`src/rtl/imem_loader.sv`:
```
// imem_loader: receives a framed byte stream and writes little-endian 32-bit words into instruction memory.
module imem_loader #(
    parameter int          DEPTH = 16,
    parameter logic [7:0]  MAGIC = 8'hA5
) (
    input  logic        clk,
    input  logic        reset,
    input  logic        in_valid,
    input  logic [7:0]  in_data,
    output logic        in_ready,
    output logic        write,
    output logic [31:0] addr_in,
    output logic [31:0] data,
    output logic        cpu_hold,
    output logic        done,
    output logic        error
);
    localparam int AW = DEPTH > 1 ? $clog2(DEPTH) : 1;

    typedef enum logic [2:0] {IDLE, CNT_LO, CNT_HI, DATA, CHK, DONE, ERR} state_t;

    state_t      state, nxt;
    logic [7:0]  cnt_lo;
    logic [15:0] count;
    logic [15:0] word_idx;
    logic [1:0]  byte_idx;
    logic [23:0] asm_word;
    logic [7:0]  chk;
    logic [15:0] cnt_full;

    assign cnt_full = {in_data, cnt_lo};

    always_ff @(posedge clk or posedge reset) begin
        if (reset) state <= IDLE;
        else       state <= nxt;
    end

    always_comb begin
        nxt = state;
        if (in_valid) begin
            case (state)
                IDLE, DONE, ERR: nxt = in_data == MAGIC ? CNT_LO : state;
                CNT_LO:          nxt = CNT_HI;
                CNT_HI:          nxt = cnt_full > 16'(DEPTH) ? ERR : cnt_full == 16'd0 ? CHK : DATA;
                DATA:            nxt = byte_idx == 2'd3 && word_idx + 16'd1 == count ? CHK : DATA;
                CHK:             nxt = in_data == chk ? DONE : ERR;
                default:         nxt = IDLE;
            endcase
        end
    end

    always_comb begin
        in_ready = 1'b1;
        cpu_hold = !(state == IDLE || state == DONE);
        done     = state == DONE;
        error    = state == ERR;
    end

    // Bytes shift in from the top so the first byte ends up in the least significant lane.
    always_ff @(posedge clk or posedge reset) begin
        if (reset) begin
            write    <= 1'b0;
            addr_in  <= '0;
            data     <= '0;
            cnt_lo   <= '0;
            count    <= '0;
            word_idx <= '0;
            byte_idx <= '0;
            asm_word <= '0;
            chk      <= '0;
        end else begin
            write <= 1'b0;
            if (in_valid) begin
                case (state)
                    IDLE, DONE, ERR: begin
                        if (in_data == MAGIC) begin
                            chk      <= '0;
                            byte_idx <= '0;
                            word_idx <= '0;
                        end
                    end
                    CNT_LO: cnt_lo <= in_data;
                    CNT_HI: count  <= cnt_full;
                    DATA: begin
                        asm_word <= {in_data, asm_word[23:8]};
                        chk      <= chk + in_data;
                        byte_idx <= byte_idx + 2'd1;
                        if (byte_idx == 2'd3) begin
                            write    <= 1'b1;
                            data     <= {in_data, asm_word};
                            addr_in  <= 32'(word_idx[AW-1:0]);
                            word_idx <= word_idx + 16'd1;
                        end
                    end
                    default: ;
                endcase
            end
        end
    end
endmodule

```
`config.mk`:
```
export PLATFORM = sky130hd
export DESIGN_NAME = imem_loader
export DESIGN_NICKNAME = d
export VERILOG_FILES = /design/src/rtl/imem_loader.sv
export SDC_FILE = /design/constraint.sdc
export NUM_CORES = 1
export LEC_CHECK = 0
export CORE_ASPECT_RATIO = 1.75
export CORE_MARGIN = 2
export CORE_UTILIZATION = 46
export CTS_CLUSTER_SIZE = 24
export DETAILED_ROUTE_END_ITERATION = 8
export GPL_TIMING_DRIVEN = 0
export PLACE_DENSITY = 0.69
export SYNTH_ARGS = -nofsm -noshare
export SYNTH_HDL_FRONTEND = slang
export SYNTH_SLANG_ARGS = --single-unit
```
`constraint.sdc`:
```
create_clock -name clk -period 4.4 [get_ports clk]
set_input_delay 0.44 -clock clk [delete_from_list [all_inputs] [get_ports clk]]
set_output_delay 0.44 -clock clk [all_outputs]
set_load 0.05 [all_outputs]
```
## Word-level counts from Yosys, hierarchy flattened

Cells that the tools add are included.

- Register bits: 114
- Bits of input ports: 11

- $lt $le $gt $ge: 1
- Add/sub/neg operators: 3
- Equal/unequal tests: 12
- Reductions and logical operators: 14
- Mux-type cells: 16

Operators by type and width:

| cell | count |
|---|---|
| $mux W16 | 2 |
| $pmux W16 S2 | 1 |
| $add A16 B1 Y16 const B | 1 |
| $eq A16 B16 Y1 | 1 |
| $gt A16 B5 Y1 const B | 1 |
| $logic_not A16 Y1 | 1 |
| $pmux W8 S2 | 1 |
| $pmux W3 S5 | 1 |
| $mux W3 | 4 |
| $eq A3 B3 Y1 const B | 3 |
| $add A8 B8 Y8 | 1 |
| $eq A8 B8 Y1 | 1 |
| $eq A8 B8 Y1 const B | 1 |
| $mux W8 | 1 |
| $reduce_and A2 Y1 | 4 |
| $eq A3 B2 Y1 const B | 2 |
| $reduce_and A3 Y1 | 2 |
| $mux W2 | 2 |
| $ne A2 B2 Y1 const B | 2 |
| $pmux W2 S2 | 1 |
| $reduce_and A4 Y1 | 1 |
| $eq A3 B1 Y1 const B | 1 |
| $logic_not A3 Y1 | 1 |
| $mux W1 | 3 |
| 7 further kinds | 7 |

## Depth between registers and ports, before layout

Gate-level depths: netlist (run 1).

- Depth in word-level cells: 5
- Mapped depth: 8
- Mapped depth without buffers: 8

## Worst setup path after synthesis (run 1)

OpenSTA, ideal clock, no wires.

- Path kind: flip-flop to output port
- Start: reg state[1]
- End: out done
- Stages on the path, launching flop included: 4
- Buffers on the path: 2
- Data arrival time: 1741 ps
- Path slack: 2219 ps
- Cell sequence: dfrtp_1 buf_4 buf_4 nor3_1

- Longest elaborated chain between the ends: 1

RTL lines:

| item | RTL line | text |
|---|---|---|
| start: declaration | 22 | `state_t state, nxt;` |
| start signal: assignment | 35 | `else state <= nxt;` |
| $eq A3 B3 Y1 | 55 | `done = state == DONE;` |
| end: declaration | 15 | `output logic done,` |

No other way between the ends.

## Final worst setup path (run 1)

- Start: in in_data[4]
- End: reg word_idx[4]

- Longest elaborated chain between the ends: 3

RTL lines:

| item | RTL line | text |
|---|---|---|
| start: declaration | 9 | `input logic [7:0] in_data,` |
| $eq A8 B8 Y1 | 76 | `if (in_data == MAGIC) begin` |
| $ne A2 B2 Y1 (no source line) | - |  |
| $reduce_and A4 Y1 (no source line) | - |  |
| end signal: assignment | 92 | `word_idx <= word_idx + 16'd1;` |
| end: declaration | 25 | `logic [15:0] word_idx;` |

No other way between the ends.
A chain may end at the register's enable or synchronous reset.

==> run metrics, run 1 <==
fmax=0.342 GHz; Max Cap Viol=0; Reg clk slew, reported paths=0.06 ns; final instance area=slightly above 0.007 mm^2; Post-DP HPWL=9890 um; Final nets=around 730; Placeable Area=0.0121 mm^2; EDFF count, synth=0; mux share of post-synthesis cell area=0.0488; sequential-to-total area share from yosys stat=0.498; Final Wtd Congestion=roughly 0.9; DRC=0; Setup-failing EPs final=0; Post-CTS Setup Inserts=0; number of buffers added on ports=49; first-pass GRT wire length=between 20000 and 25000 um; syn avg cell area=9.29 um^2; post-synthesis cell area=around 0.0057 mm^2; worst-skew pair later-pin latency=0.42 ns; detailed-route via count=4607; WP data arrival=3.21 ns; total wire length=approximately 14000 um; Placement Setup Slack=1.09 ns; RSZ-0062 raised after global routing=no; Cell Area, Placed=0.00655 mm^2; Synth Area in XOR/XNOR=0.0492; Initial Utilization=0.474; post_cts resized=0; worst reg-to-reg setup slack=1.67 ns; post-synthesis cell type count=63; Die X-Extent=approximately 88 um; Multi-input gate area=0.00259 mm^2; Die ar.=0.0134 mm^2; CTS Buf Count=17; H-tree depth=4; worst setup path class=in2reg; drt wl/cell=15.3 um; total gr overflow=0; CP startpoint=in_data[4]; Final period util=0.665; Post-CTS Hold Fix Bufs=0; Area Overhead vs Synth=24.5%; worst-margin pin slew=a little over 1 ns; Synth Area in Compound Gates=0.0960; layout cell share with drive strength beyond 1=0.141; Synth area leader=dfrtp_1; TritonCTS clock tree=built; FF-to-FF Start=state[2]; num ports=80; crit start category=primary input; final core utilization=0.590; Syn Inst Count=slightly above 600; yosys warns=0; Routed Antenna Nets=0; # rows=53; Leakage=about 3.5 nW; vias per cell=5.18; top cells by area, synth=dfrtp_1 50%, nand2_1 14%, buf_4 4.2%, mux2_2 3.5%, xnor2_1 2.8%; status=complete, no violations; Synth Area in Simple Gates=0.216; number of synthesized register bits=114; gr usage total=0.221; CTS Sinks=~110; Max IR drop VDD=0.461 mV; Sequential Area=0.00285 mm^2; Final min period=2.93 ns; Min-Delay Startpoint=data[4]; Final Slew Violations=0; antenna violations before repair=0; clock buffer depth=2; largest net degree at the start of global routing=69; largest family of logic cells by synthesized area=simple AND/OR/NAND/NOR gates; post-synthesis async set-or-reset flop share=1.00; ys flop type=dfrtp_1; CP endpoint kind=register; Die Y=between 150 and 200 um; Synth top area share=0.498; clock tree root buffer cell=clkbuf_16; fill count=1066; slew margin rel.=0.312; Final WS setup=1.47 ns; Post-Synth Adder-Cell Area=0.0232; vias in the first global route=4554; worst endpoint required time=4.68 ns; DR iter-0 viols=287; Worst Path Max Fanout=10; Final Hold Viols=0; DRT Pass-1 Iters=5; Max Clock Skew=around 0.0067 ns; power per cell area=667 mW/mm^2; ant diodes=0; Hold Path Class=reg2reg
[report_power, final]
part / switching [mW] / leakage (nW) / internal [mW]
combinational: 1.08 / 1.72 / 0.674
clock: 0.547 / 0.279 / 0.793
sequential: 0.255 / 1.50 / 1.40
total: 1.88 / 3.49 / 2.87
[state kept, by name, indices dropped and copies added, names as in the netlist]
| signal | count |
|---|---|
| count | 16 |
| byte_idx | 2 |
| state | 3 |
| chk | 8 |
| addr_in | 4 |
| cnt_lo | 8 |
| asm_word | 24 |
| word_idx | 16 |
| write | 1 |
| data | 32 |
[routing by layer]
metal,up-vias,GRT usage,wire (um)
li1,2196,-,-
met4,0,0.106,462
met5,-,0,0
met1,2226,0.251,5330
met2,148,0.387,7140
met3,37,0.0482,650
[worst max-delay path, cell delays in order]
cell and delay, ns:
clkdlybuf4s50_1 0.63, nor4_1 0.41, nand2_1 0.15, a21boi_1 0.54, o21ai_1 0.38, clkbuf_1 0.34
o21ai_1 0.21, o31ai_1 0.09
[per-stage QoR]
stage	setup TNS [ns]	hold WS [ns]	std cells	total power, mW
2_1_floorplan	0	0.439	643	2.92
3_3_place_gp	-64.77	0.453	857	3.36
3_5_place_dp	0	0.462	858	3.42
4_1_cts	0	0.477	890	4.77
5_1_grt	0	0.497	890	5.02
6_report	0	0.471	890	4.75
[final timing paths]
check | end | cells past startpoint
max in group asynchronous | word_idx[4] | 3
worst min register to register | data[4] | 2
worst max-delay path | word_idx[4] | 8
worst min-delay path | data[4] | 2
min in group asynchronous | chk[1] | 2
worst max register to register | word_idx[4] | 7
[synthesized netlist by cell type, types with 10 or more instances]
| cell type | instances |
|---|---|
| nand2_1 | 209 |
| buf_4 | 32 |
| nor2_1 | 17 |
| inv_1 | 10 |
| a21oi_1 | 17 |
| o21ai_0 | 18 |
| dfrtp_1 | 114 |
| o21ai_1 | 12 |
| mux2_2 | 18 |
| clkbuf_1 | 15 |
| xnor2_1 | 18 |
| nand3_1 | 12 |
[cell usage in the layout (no fill, tap or decap), drive strengths merged, types with 10 or more instances in the layout]
master         instances
nor2                  17
conb                  29
nor3                  10
inv                   19
xnor2                 18
clkdlybuf4s50         49
o21ai                 30
dfrtp                114
a21oi                 17
buf                   43
nand2                210
mux2                  23
clkbuf                32
nand3                 13
[area by class of cell]
class,count,share of cell area
multi-input cells,461,0.363
repair buffers,50,0.0727
clock inverters,15,0.0207
plain buffers,57,0.0483
flip-flops and latches,114,0.400
well taps,165,0.0290
clock buffers,17,0.0597
inverters,11,0.00615
[cell families (layout without fill, tap and decap cells)]
logic type	count (synthesis)	in the layout
AOI/OAI and AO/OA	87	87
muxes	25	25
xor gates and xnor gates	29	29
and+or+nand+nor	281	281
buffers and inverters	68	150
DFF	114	114
adders and majority gates	10	10
other	2	29
No activity file was read; power rests on OpenSTA's default activity.
==> inputs of run 2 (changes only) <==
- PLACE_DENSITY: 0.69 -> 0.72
- clock period: 4.4 -> 2.5 ns (I/O delays scaled with it)
==> run metrics, run 2 (same netlist as run 1, synthesis figures left out) <==
Final Hold Viols=0 (unchanged); Slowest-stage cell, CP=nor3b_1; total wire length=13300 um (-2.0%); WP buf/inv=1 (-1); gr usage total=0.212 (-0.00929); CP endpoint kind=register; Final WS setup=0.139 ns (-1.33 ns); Cell Area, Placed=0.00659 mm^2 (+0.52%); DRT Pass-1 Iters=5 (unchanged); DRC=0 (unchanged); vias per cell=5.10 (-1.5%); antenna violations before repair=0 (unchanged); clock buffer depth=2 (unchanged); num ports=80 (unchanged); fmax=between 0.4 and 0.5 GHz; Area Overhead vs Synth=26.3%; Reg clk slew, reported paths=0.06 ns (about the same); top flop regs=data x32, asm_word x24; critical path's largest stage delay=0.78 ns (+0.15 ns); DR iter-0 viols=413 (+44%); power per cell area=1180 mW/mm^2 (+76%); final instance area=0.00723 mm^2 (+1.5%); Initial Utilization=0.474 (unchanged); Max IR drop VDD=0.688 mV (+49%); Die ar.=0.0134 mm^2 (unchanged); worst r2r path cells=4 (-3); Placement Setup Slack=-0.515 ns (-1.60 ns); Hold Path Class=in2async; total gr overflow=0 (unchanged); register share of total power=0.345 (-0.004); worst setup path class=reg2reg; Routed Antenna Nets=0 (unchanged); leading cell type in the layout, fill and taps excluded=nand2_1; clock power share=0.287 (+0.005); Pint=5.16 mW (+80%); Final min period=2.36 ns; sw frac=0.392 (-0.00389); RSZ-0062 raised after global routing=no; # rows=53 (unchanged); crit start category=register; Leakage=3.56 nW (+2.0%); Placeable Area=0.0121 mm^2 (unchanged); layout cell share with drive strength beyond 1=0.154 (+0.0129); Final nets=737 (+0.55%); part of the power in combinational logic=0.368 (about the same); Die X-Extent=88.3 um (unchanged); first-pass GRT wire length=21900 um (-2.6%); H-tree depth=4 (unchanged); Worst Path Max Fanout=10 (unchanged); drt wl/cell=14.9 um (-2.4%); CTS Buf Count=17 (unchanged); commonest cells after routing, fill and taps aside=209 x nand2_1, 113 x dfrtp_1, 47 x clkdlybuf4s50_1; CP Depth=4 (-4); ant diodes=0 (unchanged); Die Y=152 um (unchanged); max FFs per register=32 (unchanged); total chip power=8.50 mW (+79%); Setup-failing EPs final=0 (unchanged); worst-skew pair later-pin latency=0.41 ns (about the same); Cell Chain, Critical Path=nand2b_1, nor3b_1, buf_2, mux2_2; clock tree root buffer cell=clkbuf_16; Post-DP HPWL=9820 um (-0.70%); Sw Pwr=3.33 mW (+77%); number of buffers added on ports=49 (unchanged); detailed-route via count=4559 (-1.0%); Crit path max-delay family=simple AND/OR/NAND/NOR gates; Final period util=0.945; Final Wtd Congestion=0.902 (-1.4%); worst-margin pin slew=0.936 ns (-0.0936 ns); Max Clock Skew=0.00881 ns (+0.00213 ns); slew margin rel.=0.374 (+0.0625); WP data arrival=2.65 ns (-0.56 ns); Max Cap Viol=0 (unchanged); status=complete, no violations; vias in the first global route=4479 (-1.6%); largest net degree at the start of global routing=34 (-51%); Final Slew Violations=0 (unchanged); TritonCTS clock tree=built; most flop-heavy register=data; worst endpoint required time=2.79 ns (-1.89 ns); CTS Sinks=114 (unchanged)
-- run 2: per-layer routing --
layer	routed length (um)	vias to the layer above	global-route usage
met5	0	-	0
met4	375	0	0.0864
met3	644	35	0.0401
met2	6990	162	0.362
met1	5310	2154	0.260
li1	-	2208	-
-- run 2: power groups by stage --
| stage | clock [mW] | combinational, mW | sequential, mW |
|---|---|---|---|
| after floorplan | 0 | 1.70 | 3.44 |
| after global placement | 0 | 3.00 | 2.93 |
| after detailed placement | 0 | 3.09 | 2.95 |
| after CTS | 2.45 | 3.13 | 2.93 |
| after global routing | 2.56 | 3.38 | 3.01 |
| final | 2.44 | 3.12 | 2.93 |
-- run 2: worst paths after layout --
kind / from / endpoint / slack [ns]
worst max-delay path: state[2] / count[2] / 0.14
worst min-delay path: reset / data[0] / 0.26
worst max register to register: state[2] / count[2] / 0.14
worst min register to register: addr_in[0] / addr_in[0] / 0.47
max in group asynchronous: reset / count[15] / 1.70
min in group clk: in_data[7] / asm_word[23] / 0.32
-- run 2: repair_timing --
item	4_1_cts	5_1_grt
setup endpoints to repair	13	9
pin swaps	2	2
buffers inserted	0	2
hold buffers	0	0
gates resized for setup	2	7
-- run 2: through the flow --
step	cells	TNS, ns	hold WS [ns]	utilization
2_1_floorplan	643	0	0.355	-
3_3_place_gp	857	-25.64	0.454	0.541
3_5_place_dp	860	-8.92	0.458	0.546
4_1_cts	892	0	0.268	0.595
5_1_grt	894	0	0.268	0.599
6_report	894	0	0.255	0.599
-- run 2: area by class of cell --
type	instances	area (um^2)
multi-input cells	461	2620
repair buffers	54	571
plain buffers	57	344
clock buffers	17	425
well taps	165	206
fillers	1063	4840
clock inverters	15	168
inverters	11	45.0
flip-flops and latches	114	2850
